**config.mk**
```make
export PLATFORM = sky130hd
export DESIGN_NAME = spi_host_master
export DESIGN_NICKNAME = d
export VERILOG_FILES = /design/src/rtl/spi_host_pkg.sv /design/src/rtl/spi_host_shifter.sv /design/src/rtl/spi_host_master.sv
export SDC_FILE = /design/constraint.sdc
export NUM_CORES = 1
export LEC_CHECK = 0
export ABC_AREA = 1
export BUFFER_PORTS_ARGS = -buffer_cell sky130_fd_sc_hd__buf_2
export CORE_ASPECT_RATIO = 0.5
export CORE_MARGIN = 2
export CORE_UTILIZATION = 35
export DETAILED_ROUTE_END_ITERATION = 7
export GPL_ROUTABILITY_DRIVEN = 0
export HOLD_SLACK_MARGIN = 0.12
export SYNTH_ARGS = -nofsm -noshare
export SYNTH_HDL_FRONTEND = slang
export SYNTH_HIERARCHICAL = 1
export SYNTH_SLANG_ARGS = --single-unit
```
**constraint.sdc**
```tcl
create_clock -name clk -period 6.55 [get_ports clk]
set_input_delay 1.31 -clock clk [delete_from_list [all_inputs] [get_ports clk]]
set_output_delay 1.31 -clock clk [all_outputs]
set_load 0.02 [all_outputs]
```
**src/rtl/spi_host_pkg.sv**
```systemverilog
// Shared types and header layout for the SPI host transaction engine.
// Optional echo checking in the top level is enabled by SPI_HOST_ECHO_CHECK_EN.
package spi_host_pkg;

    localparam int WORD_BITS    = 32;
    localparam int HDR_OP_BIT   = 31;
    localparam int HDR_ADDR_MSB = 30;
    localparam int HDR_ADDR_LSB = 16;
    localparam int HDR_LEN_MSB  = 9;
    localparam int HDR_LEN_LSB  = 0;
    localparam int CNT_W        = 16;

    typedef enum logic [2:0] {
        ST_IDLE,
        ST_START_LO,
        ST_HDR,
        ST_ECHO,
        ST_DATA,
        ST_FINISH
    } host_state_e;

    typedef enum logic [2:0] {
        SH_IDLE,
        SH_CS_GAP,
        SH_WAIT_WORD,
        SH_LOW,
        SH_HIGH,
        SH_TAIL_GAP,
        SH_CS_HI_GAP
    } shift_state_e;

    // The slave expects len-1 in the low field so that 512 words fit in 9+1 bits.
    function automatic logic [WORD_BITS-1:0] make_header(input logic        wr,
                                                         input logic [14:0] addr,
                                                         input logic [9:0]  len);
        logic [WORD_BITS-1:0] h;
        h = '0;
        h[HDR_OP_BIT]                = wr;
        h[HDR_ADDR_MSB:HDR_ADDR_LSB] = addr;
        h[HDR_LEN_MSB:HDR_LEN_LSB]   = len - 10'd1;
        return h;
    endfunction

endpackage

```
**src/rtl/spi_host_shifter.sv**
```systemverilog
// Single SPI frame engine: chip-select gaps, sclk divider and 32-bit shift in/out.
// A frame carries frame_words_i words; zero words gives a bare cs_n low/high pulse.
module spi_host_shifter
    import spi_host_pkg::*;
#(
    parameter int HALF_DIV = 8,
    parameter int GAP_CYC  = 16
) (
    input  logic                 clk,
    input  logic                 rst,
    input  logic                 frame_start_i,
    input  logic [9:0]           frame_words_i,
    output logic                 word_req_o,
    input  logic                 word_valid_i,
    input  logic [WORD_BITS-1:0] word_data_i,
    output logic                 word_done_o,
    output logic [WORD_BITS-1:0] rx_word_o,
    output logic                 frame_done_o,
    output logic                 cs_n_o,
    output logic                 sclk_o,
    output logic                 mosi_o,
    input  logic                 miso_i
);

    localparam logic [CNT_W-1:0] HALF_LAST = CNT_W'(HALF_DIV - 1);
    localparam logic [CNT_W-1:0] GAP_LAST  = CNT_W'(GAP_CYC - 1);

    shift_state_e         state_q, state_d;
    logic [CNT_W-1:0]     cnt_q, cnt_d;
    logic [4:0]           bit_cnt_q, bit_cnt_d;
    logic [9:0]           words_left_q, words_left_d;
    logic [WORD_BITS-1:0] shift_q, shift_d;
    logic [WORD_BITS-1:0] rx_q, rx_d;
    logic                 cs_n_q, cs_n_d;
    logic                 sclk_q, sclk_d;
    logic                 word_done_q, word_done_d;
    logic                 frame_done_q, frame_done_d;
    logic                 miso_meta_q, miso_sync_q;

    always_ff @(posedge clk) begin
        if (rst) begin
            state_q      <= SH_IDLE;
            cnt_q        <= '0;
            bit_cnt_q    <= '0;
            words_left_q <= '0;
            shift_q      <= '0;
            rx_q         <= '0;
            cs_n_q       <= 1'b1;
            sclk_q       <= 1'b0;
            word_done_q  <= 1'b0;
            frame_done_q <= 1'b0;
            miso_meta_q  <= 1'b0;
            miso_sync_q  <= 1'b0;
        end else begin
            state_q      <= state_d;
            cnt_q        <= cnt_d;
            bit_cnt_q    <= bit_cnt_d;
            words_left_q <= words_left_d;
            shift_q      <= shift_d;
            rx_q         <= rx_d;
            cs_n_q       <= cs_n_d;
            sclk_q       <= sclk_d;
            word_done_q  <= word_done_d;
            frame_done_q <= frame_done_d;
            miso_meta_q  <= miso_i;
            miso_sync_q  <= miso_meta_q;
        end
    end

    always_comb begin
        state_d      = state_q;
        cnt_d        = cnt_q;
        bit_cnt_d    = bit_cnt_q;
        words_left_d = words_left_q;
        shift_d      = shift_q;
        rx_d         = rx_q;
        cs_n_d       = cs_n_q;
        sclk_d       = sclk_q;
        word_done_d  = 1'b0;
        frame_done_d = 1'b0;

        case (state_q)
            SH_IDLE: begin
                if (frame_start_i) begin
                    cs_n_d       = 1'b0;
                    cnt_d        = '0;
                    words_left_d = frame_words_i;
                    state_d      = SH_CS_GAP;
                end
            end
            SH_CS_GAP: begin
                if (cnt_q == GAP_LAST) begin
                    cnt_d   = '0;
                    state_d = (words_left_q == 10'd0) ? SH_TAIL_GAP : SH_WAIT_WORD;
                end else begin
                    cnt_d = cnt_q + 1'b1;
                end
            end
            SH_WAIT_WORD: begin
                // Stalling here keeps sclk low and cs_n low, so no bit is lost.
                if (word_valid_i) begin
                    shift_d   = word_data_i;
                    bit_cnt_d = '0;
                    cnt_d     = '0;
                    state_d   = SH_LOW;
                end
            end
            SH_LOW: begin
                if (cnt_q == HALF_LAST) begin
                    sclk_d  = 1'b1;
                    cnt_d   = '0;
                    state_d = SH_HIGH;
                end else begin
                    cnt_d = cnt_q + 1'b1;
                end
            end
            SH_HIGH: begin
                if (cnt_q == HALF_LAST) begin
                    sclk_d    = 1'b0;
                    cnt_d     = '0;
                    rx_d      = {rx_q[WORD_BITS-2:0], miso_sync_q};
                    shift_d   = {shift_q[WORD_BITS-2:0], 1'b0};
                    bit_cnt_d = bit_cnt_q + 5'd1;
                    if (bit_cnt_q == 5'd31) begin
                        word_done_d  = 1'b1;
                        words_left_d = words_left_q - 10'd1;
                        state_d      = (words_left_q == 10'd1) ? SH_TAIL_GAP : SH_WAIT_WORD;
                    end else begin
                        state_d = SH_LOW;
                    end
                end else begin
                    cnt_d = cnt_q + 1'b1;
                end
            end
            SH_TAIL_GAP: begin
                if (cnt_q == GAP_LAST) begin
                    cs_n_d  = 1'b1;
                    cnt_d   = '0;
                    state_d = SH_CS_HI_GAP;
                end else begin
                    cnt_d = cnt_q + 1'b1;
                end
            end
            SH_CS_HI_GAP: begin
                if (cnt_q == GAP_LAST) begin
                    cnt_d        = '0;
                    frame_done_d = 1'b1;
                    state_d      = SH_IDLE;
                end else begin
                    cnt_d = cnt_q + 1'b1;
                end
            end
            default: state_d = SH_IDLE;
        endcase
    end

    assign word_req_o   = (state_q == SH_WAIT_WORD);
    assign word_done_o  = word_done_q;
    assign frame_done_o = frame_done_q;
    assign rx_word_o    = rx_q;
    assign cs_n_o       = cs_n_q;
    assign sclk_o       = sclk_q;
    // Consumed bits are replaced by zeros, so MOSI rests low between words.
    assign mosi_o       = shift_q[WORD_BITS-1];

endmodule

```
**src/rtl/spi_host_master.sv**
```systemverilog
// SPI host transaction engine: spi_reset pulse, header, echo and data frames.
// Define SPI_HOST_ECHO_CHECK_EN to compare the echoed header and abort DATA on mismatch.
module spi_host_master
    import spi_host_pkg::*;
#(
    parameter int HALF_DIV  = 8,
    parameter int GAP_CYC   = 16,
    parameter int RST_CYC   = 16,
    parameter int MAX_WORDS = 512
) (
    input  logic        clk,
    input  logic        rst,
    input  logic        start,
    input  logic        wr,
    input  logic [14:0] addr,
    input  logic [9:0]  len,
    input  logic [31:0] tx_data,
    input  logic        tx_valid,
    output logic        tx_ready,
    output logic [31:0] rx_data,
    output logic        rx_valid,
    output logic        busy,
    output logic        done,
    output logic        err,
    output logic        spi_reset,
    output logic        cs_n,
    output logic        sclk,
    output logic        mosi,
    input  logic        miso
);

    localparam logic [CNT_W-1:0] RST_LAST = CNT_W'(RST_CYC - 1);
    localparam logic [CNT_W-1:0] GAP_LAST = CNT_W'(GAP_CYC - 1);

    host_state_e          state_q, state_d;
    logic                 wr_q, wr_d;
    logic [14:0]          addr_q, addr_d;
    logic [9:0]           len_q, len_d;
    logic [CNT_W-1:0]     cnt_q, cnt_d;
    logic                 gap_phase_q, gap_phase_d;
    logic                 spi_reset_q, spi_reset_d;
    logic                 err_q, err_d;
    logic [31:0]          rx_data_q, rx_data_d;
    logic                 rx_valid_q, rx_valid_d;

    logic                 frame_start;
    logic [9:0]           frame_words;
    logic                 word_req;
    logic                 word_valid;
    logic [WORD_BITS-1:0] word_data;
    logic                 word_done;
    logic [WORD_BITS-1:0] rx_word;
    logic                 frame_done;
    logic [WORD_BITS-1:0] header;
    logic                 len_bad;
    logic                 echo_bad;

    assign header  = make_header(wr_q, addr_q, len_q);
    assign len_bad = (len == 10'd0) || (len > 10'(MAX_WORDS));

`ifdef SPI_HOST_ECHO_CHECK_EN
    assign echo_bad = (rx_word != header);
`else
    assign echo_bad = 1'b0;
`endif

    spi_host_shifter #(
        .HALF_DIV (HALF_DIV),
        .GAP_CYC  (GAP_CYC)
    ) u_shifter (
        .clk           (clk),
        .rst           (rst),
        .frame_start_i (frame_start),
        .frame_words_i (frame_words),
        .word_req_o    (word_req),
        .word_valid_i  (word_valid),
        .word_data_i   (word_data),
        .word_done_o   (word_done),
        .rx_word_o     (rx_word),
        .frame_done_o  (frame_done),
        .cs_n_o        (cs_n),
        .sclk_o        (sclk),
        .mosi_o        (mosi),
        .miso_i        (miso)
    );

    always_ff @(posedge clk) begin
        if (rst) begin
            state_q     <= ST_IDLE;
            wr_q        <= 1'b0;
            addr_q      <= '0;
            len_q       <= '0;
            cnt_q       <= '0;
            gap_phase_q <= 1'b0;
            spi_reset_q <= 1'b1;
            err_q       <= 1'b0;
            rx_data_q   <= '0;
            rx_valid_q  <= 1'b0;
        end else begin
            state_q     <= state_d;
            wr_q        <= wr_d;
            addr_q      <= addr_d;
            len_q       <= len_d;
            cnt_q       <= cnt_d;
            gap_phase_q <= gap_phase_d;
            spi_reset_q <= spi_reset_d;
            err_q       <= err_d;
            rx_data_q   <= rx_data_d;
            rx_valid_q  <= rx_valid_d;
        end
    end

    always_comb begin
        state_d     = state_q;
        wr_d        = wr_q;
        addr_d      = addr_q;
        len_d       = len_q;
        cnt_d       = cnt_q;
        gap_phase_d = gap_phase_q;
        spi_reset_d = spi_reset_q;
        err_d       = 1'b0;
        rx_data_d   = rx_data_q;
        rx_valid_d  = 1'b0;
        frame_start = 1'b0;
        frame_words = '0;
        word_valid  = 1'b0;
        word_data   = '0;
        tx_ready    = 1'b0;

        case (state_q)
            ST_IDLE: begin
                if (start) begin
                    if (len_bad) begin
                        err_d = 1'b1;
                    end else begin
                        wr_d        = wr;
                        addr_d      = addr;
                        len_d       = len;
                        cnt_d       = '0;
                        gap_phase_d = 1'b0;
                        spi_reset_d = 1'b0;
                        state_d     = ST_START_LO;
                    end
                end
            end
            ST_START_LO: begin
                // Low pulse first, then a gap before the header frame drops cs_n.
                if (!gap_phase_q) begin
                    if (cnt_q == RST_LAST) begin
                        spi_reset_d = 1'b1;
                        gap_phase_d = 1'b1;
                        cnt_d       = '0;
                    end else begin
                        cnt_d = cnt_q + 1'b1;
                    end
                end else if (cnt_q == GAP_LAST) begin
                    cnt_d       = '0;
                    frame_start = 1'b1;
                    frame_words = 10'd1;
                    state_d     = ST_HDR;
                end else begin
                    cnt_d = cnt_q + 1'b1;
                end
            end
            ST_HDR: begin
                word_valid = 1'b1;
                word_data  = header;
                if (frame_done) begin
                    frame_start = 1'b1;
                    frame_words = 10'd1;
                    state_d     = ST_ECHO;
                end
            end
            ST_ECHO: begin
                word_valid = 1'b1;
                if (frame_done) begin
                    // A failed echo still runs an empty DATA frame so the slave sees cs_n rise.
                    err_d       = echo_bad;
                    frame_start = 1'b1;
                    frame_words = echo_bad ? 10'd0 : len_q;
                    state_d     = ST_DATA;
                end
            end
            ST_DATA: begin
                if (wr_q) begin
                    tx_ready   = word_req;
                    word_valid = tx_valid;
                    word_data  = tx_data;
                end else begin
                    word_valid = 1'b1;
                    if (word_done) begin
                        rx_valid_d = 1'b1;
                        rx_data_d  = rx_word;
                    end
                end
                if (frame_done) begin
                    state_d = ST_FINISH;
                end
            end
            ST_FINISH: begin
                state_d = ST_IDLE;
            end
            default: state_d = ST_IDLE;
        endcase
    end

    assign busy      = (state_q != ST_IDLE) && (state_q != ST_FINISH);
    assign done      = (state_q == ST_FINISH);
    assign err       = err_q;
    assign spi_reset = spi_reset_q;
    assign rx_data   = rx_data_q;
    assign rx_valid  = rx_valid_q;

endmodule

```
==> flow_summary_export.csv <==
group,metric,value,unit
drt,num_vias,8975,
drt,drc,0,
setup_path,path_max_fanout,38,
clock_tree,clk_pin_slew,0.07,ns
synth,ys_seq_area_frac,0.4037,
die,initial_core_util,0.3599,
grt,grt_overflow,0,
flow_run,maxCapViolations,0,
setup_path,cpMostUsedCell,"nand2_1",
clock_tree,holdBufCountCts,0,
layout,layout.nets,1521,
drt,wl,23850,µm
min_path,hold_path_depth,2,
pwr,powerDensity,255.2,mW/mm²
synth,synth_top_area_frac,0.4037,
grt,track_usage,0.1731,
clock_tree,clk_latency,0.44,ns
setup_path,rrSetupSlack,3.16,ns
grt,grt_pass1_wl,39360,µm
clock_tree,cts_sinks,185,
die,coreArea,0.02550,mm²
pwr,leakagePower,4.296,nW
setup_path,cp_top_family,"simple AND/OR/NAND/NOR gates",
place,placed_cells,1775,
die,dieArea,0.02760,mm²
drt,antenna_left,0,
timing,rsz0062_at_grt,"no",
synth,syn_nets,1462,
setup_path,cp.arrival,3.76,ns
grt,antenna_found_initial,0,
setup_path,crit_path_end_kind,"flip-flop",
place,port_buffers,103,
setup_path,path_cells,"ha_1, nand2_1, clkinv_1, nand2_1, nor2_1, nand3_2, nand2_1, nand2_2, inv_2, nand2_1, a21oi_1",
drt,drtIter0Drc,593,
timing,maxSlewViolCount,0,
setup_path,worst_r2r_startpoint,"u_shifter/cnt_q[0]",
synth,yosys.area.top_type,"dfxtp_1",
timing,setup_viol,0,
synth,synth.top_cells.by_area,"dfxtp_1 40%, nand2_1 13%, nor2_1 8.9%",
synth,synth-edff-count,0,
pwr,p_int,1.883,mW
timing,max_slew_margin,0.3436,
layout,layoutNonFillerInstCount,1807,
setup_path,timing.critical_path.from_type,"flip-flop",
die,die-height,118.5,µm
layout,fill_cells,2652,
grt,grt_max_degree,57,
clock_tree,htreeDepth,4,
setup_path,r2r-end,"u_shifter/bit_cnt_q[2]",
timing,max_freq,0.2947,GHz
drt,dr.pass1.iters,5,
min_path,min_from,"u_shifter/miso_meta_q",
clock_tree,cts_setup_buffers,0,
drt,vias_per_cell,4.967,
synth,synth_warnings,6,
clock_tree,cts_tree,"yes",
layout,final_cell_mix,"327 x nand2_1, 217 x nor2_1, 185 x dfxtp_1",
setup_path,critPathSlowestCell,"inv_2",
layout,insertedDiodeCount,0,
synth,async_reset_ff_frac,0,
pwr,vdd_ir_drop_max,0.1892,mV
status,outcome,"complete, no violations",
clock_tree,cts_resized,0,
setup_path,reg2reg_depth,11,
synth,synth_cell_types,37,
timing,tightest_slew,0.9835,ns
grt,grt_pass1_vias,8277,
clock_tree,clockBufferDepth,2,
min_path,worstHoldEndpoint,"u_shifter/miso_sync_q",
place,hpwlAfterDp,16490,µm
setup_path,worstPathRequired,6.91,ns
pwr,comb_power_share,0.145,
drt,wl_per_cell,13.20,µm
timing,finalHoldViolCount,0,
setup_path,path_class,"flip-flop to flip-flop",
timing,clock_skew,0.008928,ns
die,die_width,233.0,µm
synth,syn_inst,1391,
setup_path,cp_num_buf_inv,2,
synth,ys_seq_elements,185,
synth,syn-mean-instance-area,6.596,µm²
clock_tree,cts_buffers,17,
layout,area_growth,13.72,%
clock_tree,cts_root_buf,"clkbuf_16",
timing,min_period_over_period,0.5181,
pwr,power.share.sequential,0.446,
timing,setup-tns-final,0,ns
timing,period_needed,3.394,ns
min_path,hp-class,"flip-flop to flip-flop",
die,placementRows,41,
pwr,power.switching,779.3,µW
setup_path,cpPeakStageDelay,0.69,ns
layout,drive_above_1_share,0.1217,
pwr,pwr-share-clk,0.409,
pwr,switching_share,0.2927,
die,ios,104,
layout,final_util,0.4092,
synth,ys.flop_type,"dfxtp_1",
synth,synth_area,0.009175,mm²
layout,final_common_cell,"nand2_1",
-- power by group through the flow --
stage | Combinational, mW | Sequential [mW] | Clock [mW]
after floorplan | 0.277 | 1.21 | 0
after global placement | 0.376 | 1.21 | 0
after detailed placement | 0.382 | 1.21 | 0
after CTS | 0.384 | 1.19 | 1.12
after global routing | 0.434 | 1.19 | 1.17
final | 0.386 | 1.19 | 1.09
-- logic make-up (layout without fill, tap and decap cells) --
family / Yosys count / after routing / share of synthesized area
xor+xnor: 4 / 4 / 0.003819
buf+inv: 188 / 260 / 0.08714
fa+ha+maj: 8 / 8 / 0.01091
simple gates: 748 / 748 / 0.3484
flops: 185 / 185 / 0.4037
compound gates: 258 / 258 / 0.1461
-- through the flow --
| step | power (mW) | instance area [µm²] | worst slack [ns] | hold slack, ns |
|---|---|---|---|---|
| detailed placement | 1.596 | 9819 | 3.196 | 0.3969 |
| global placement | 1.588 | 9819 | 3.303 | 0.3918 |
| CTS | 2.692 | 10430 | 3.174 | 0.4073 |
| floorplan | 1.489 | 9175 | 4.099 | 0.3883 |
| global route | 2.793 | 10430 | 2.812 | 0.4517 |
| finish | 2.662 | 10430 | 3.156 | 0.4039 |
-- per-layer routing --
layer,vias to the layer above,global-route usage,share of wire
li1,4638,-,-
met1,4119,0.2227,0.48
met2,180,0.2892,0.46
met3,38,0.03065,0.038
met4,0,0.06489,0.022
met5,-,0,0
-- cell usage after synthesis, types with 8 or more instances --
library cell,count
buf_2,18
ha_1,8
nor3_1,29
nand3_1,108
nand2_2,10
nand4_1,28
o21ai_1,16
buf_4,9
nor2_1,217
a21oi_1,102
inv_2,9
o21ai_0,125
clkbuf_1,32
inv_1,106
dfxtp_1,185
nand2_1,327
-- worst register-to-register path, delay by kind of cell, from the launching register on --
| family | cells | cell delay (ns) |
|---|---|---|
| and+or+nand+nor | 7 | 1.78 |
| buffers and inverters | 2 | 0.77 |
| DFF | 1 | 0.38 |
| adders and majority gates | 1 | 0.24 |
| AOI/OAI and AO/OA | 1 | 0.16 |
-- cell type report --
cell class	instances	area [µm²]	area share
Multi-Input combinational cell	1018	4678	0.4484
Sequential cell	185	3704	0.3550
Timing Repair Buffer	109	560.5	0.05372
Inverter	119	446.7	0.04281
Clock buffer	19	432.9	0.04149
Tap cell	344	430.4	0.04125
Clock inverter	13	181.4	0.01739
-- how the worst max path moves through the flow --
stage | startpoint | to | cells past startpoint
2_1_floorplan | wr_q | tx_ready | 4
3_3_place_gp | tx_valid | u_shifter/bit_cnt_q[2] | 9
3_5_place_dp | u_shifter/cnt_q[0] | u_shifter/bit_cnt_q[2] | 11
4_1_cts | u_shifter/cnt_q[0] | u_shifter/bit_cnt_q[2] | 11
5_1_grt | u_shifter/cnt_q[0] | u_shifter/bit_cnt_q[3] | 11
6_report | u_shifter/cnt_q[0] | u_shifter/bit_cnt_q[2] | 11
-- flip-flops by register name, indices dropped and copies added (netlist names), 3 cells and up --
| register | flops |
|---|---|
| cnt_q | 16 |
| u_shifter/cnt_q | 16 |
| addr_q | 15 |
| rx_data | 32 |
| len_q | 10 |
| u_shifter/rx_word_o | 32 |
| u_shifter/state_q | 3 |
| u_shifter/words_left_q | 10 |
| u_shifter/bit_cnt_q | 5 |
| state_q | 3 |
| u_shifter/shift_q | 32 |
Note: power is estimated with default switching activity, not from simulation.
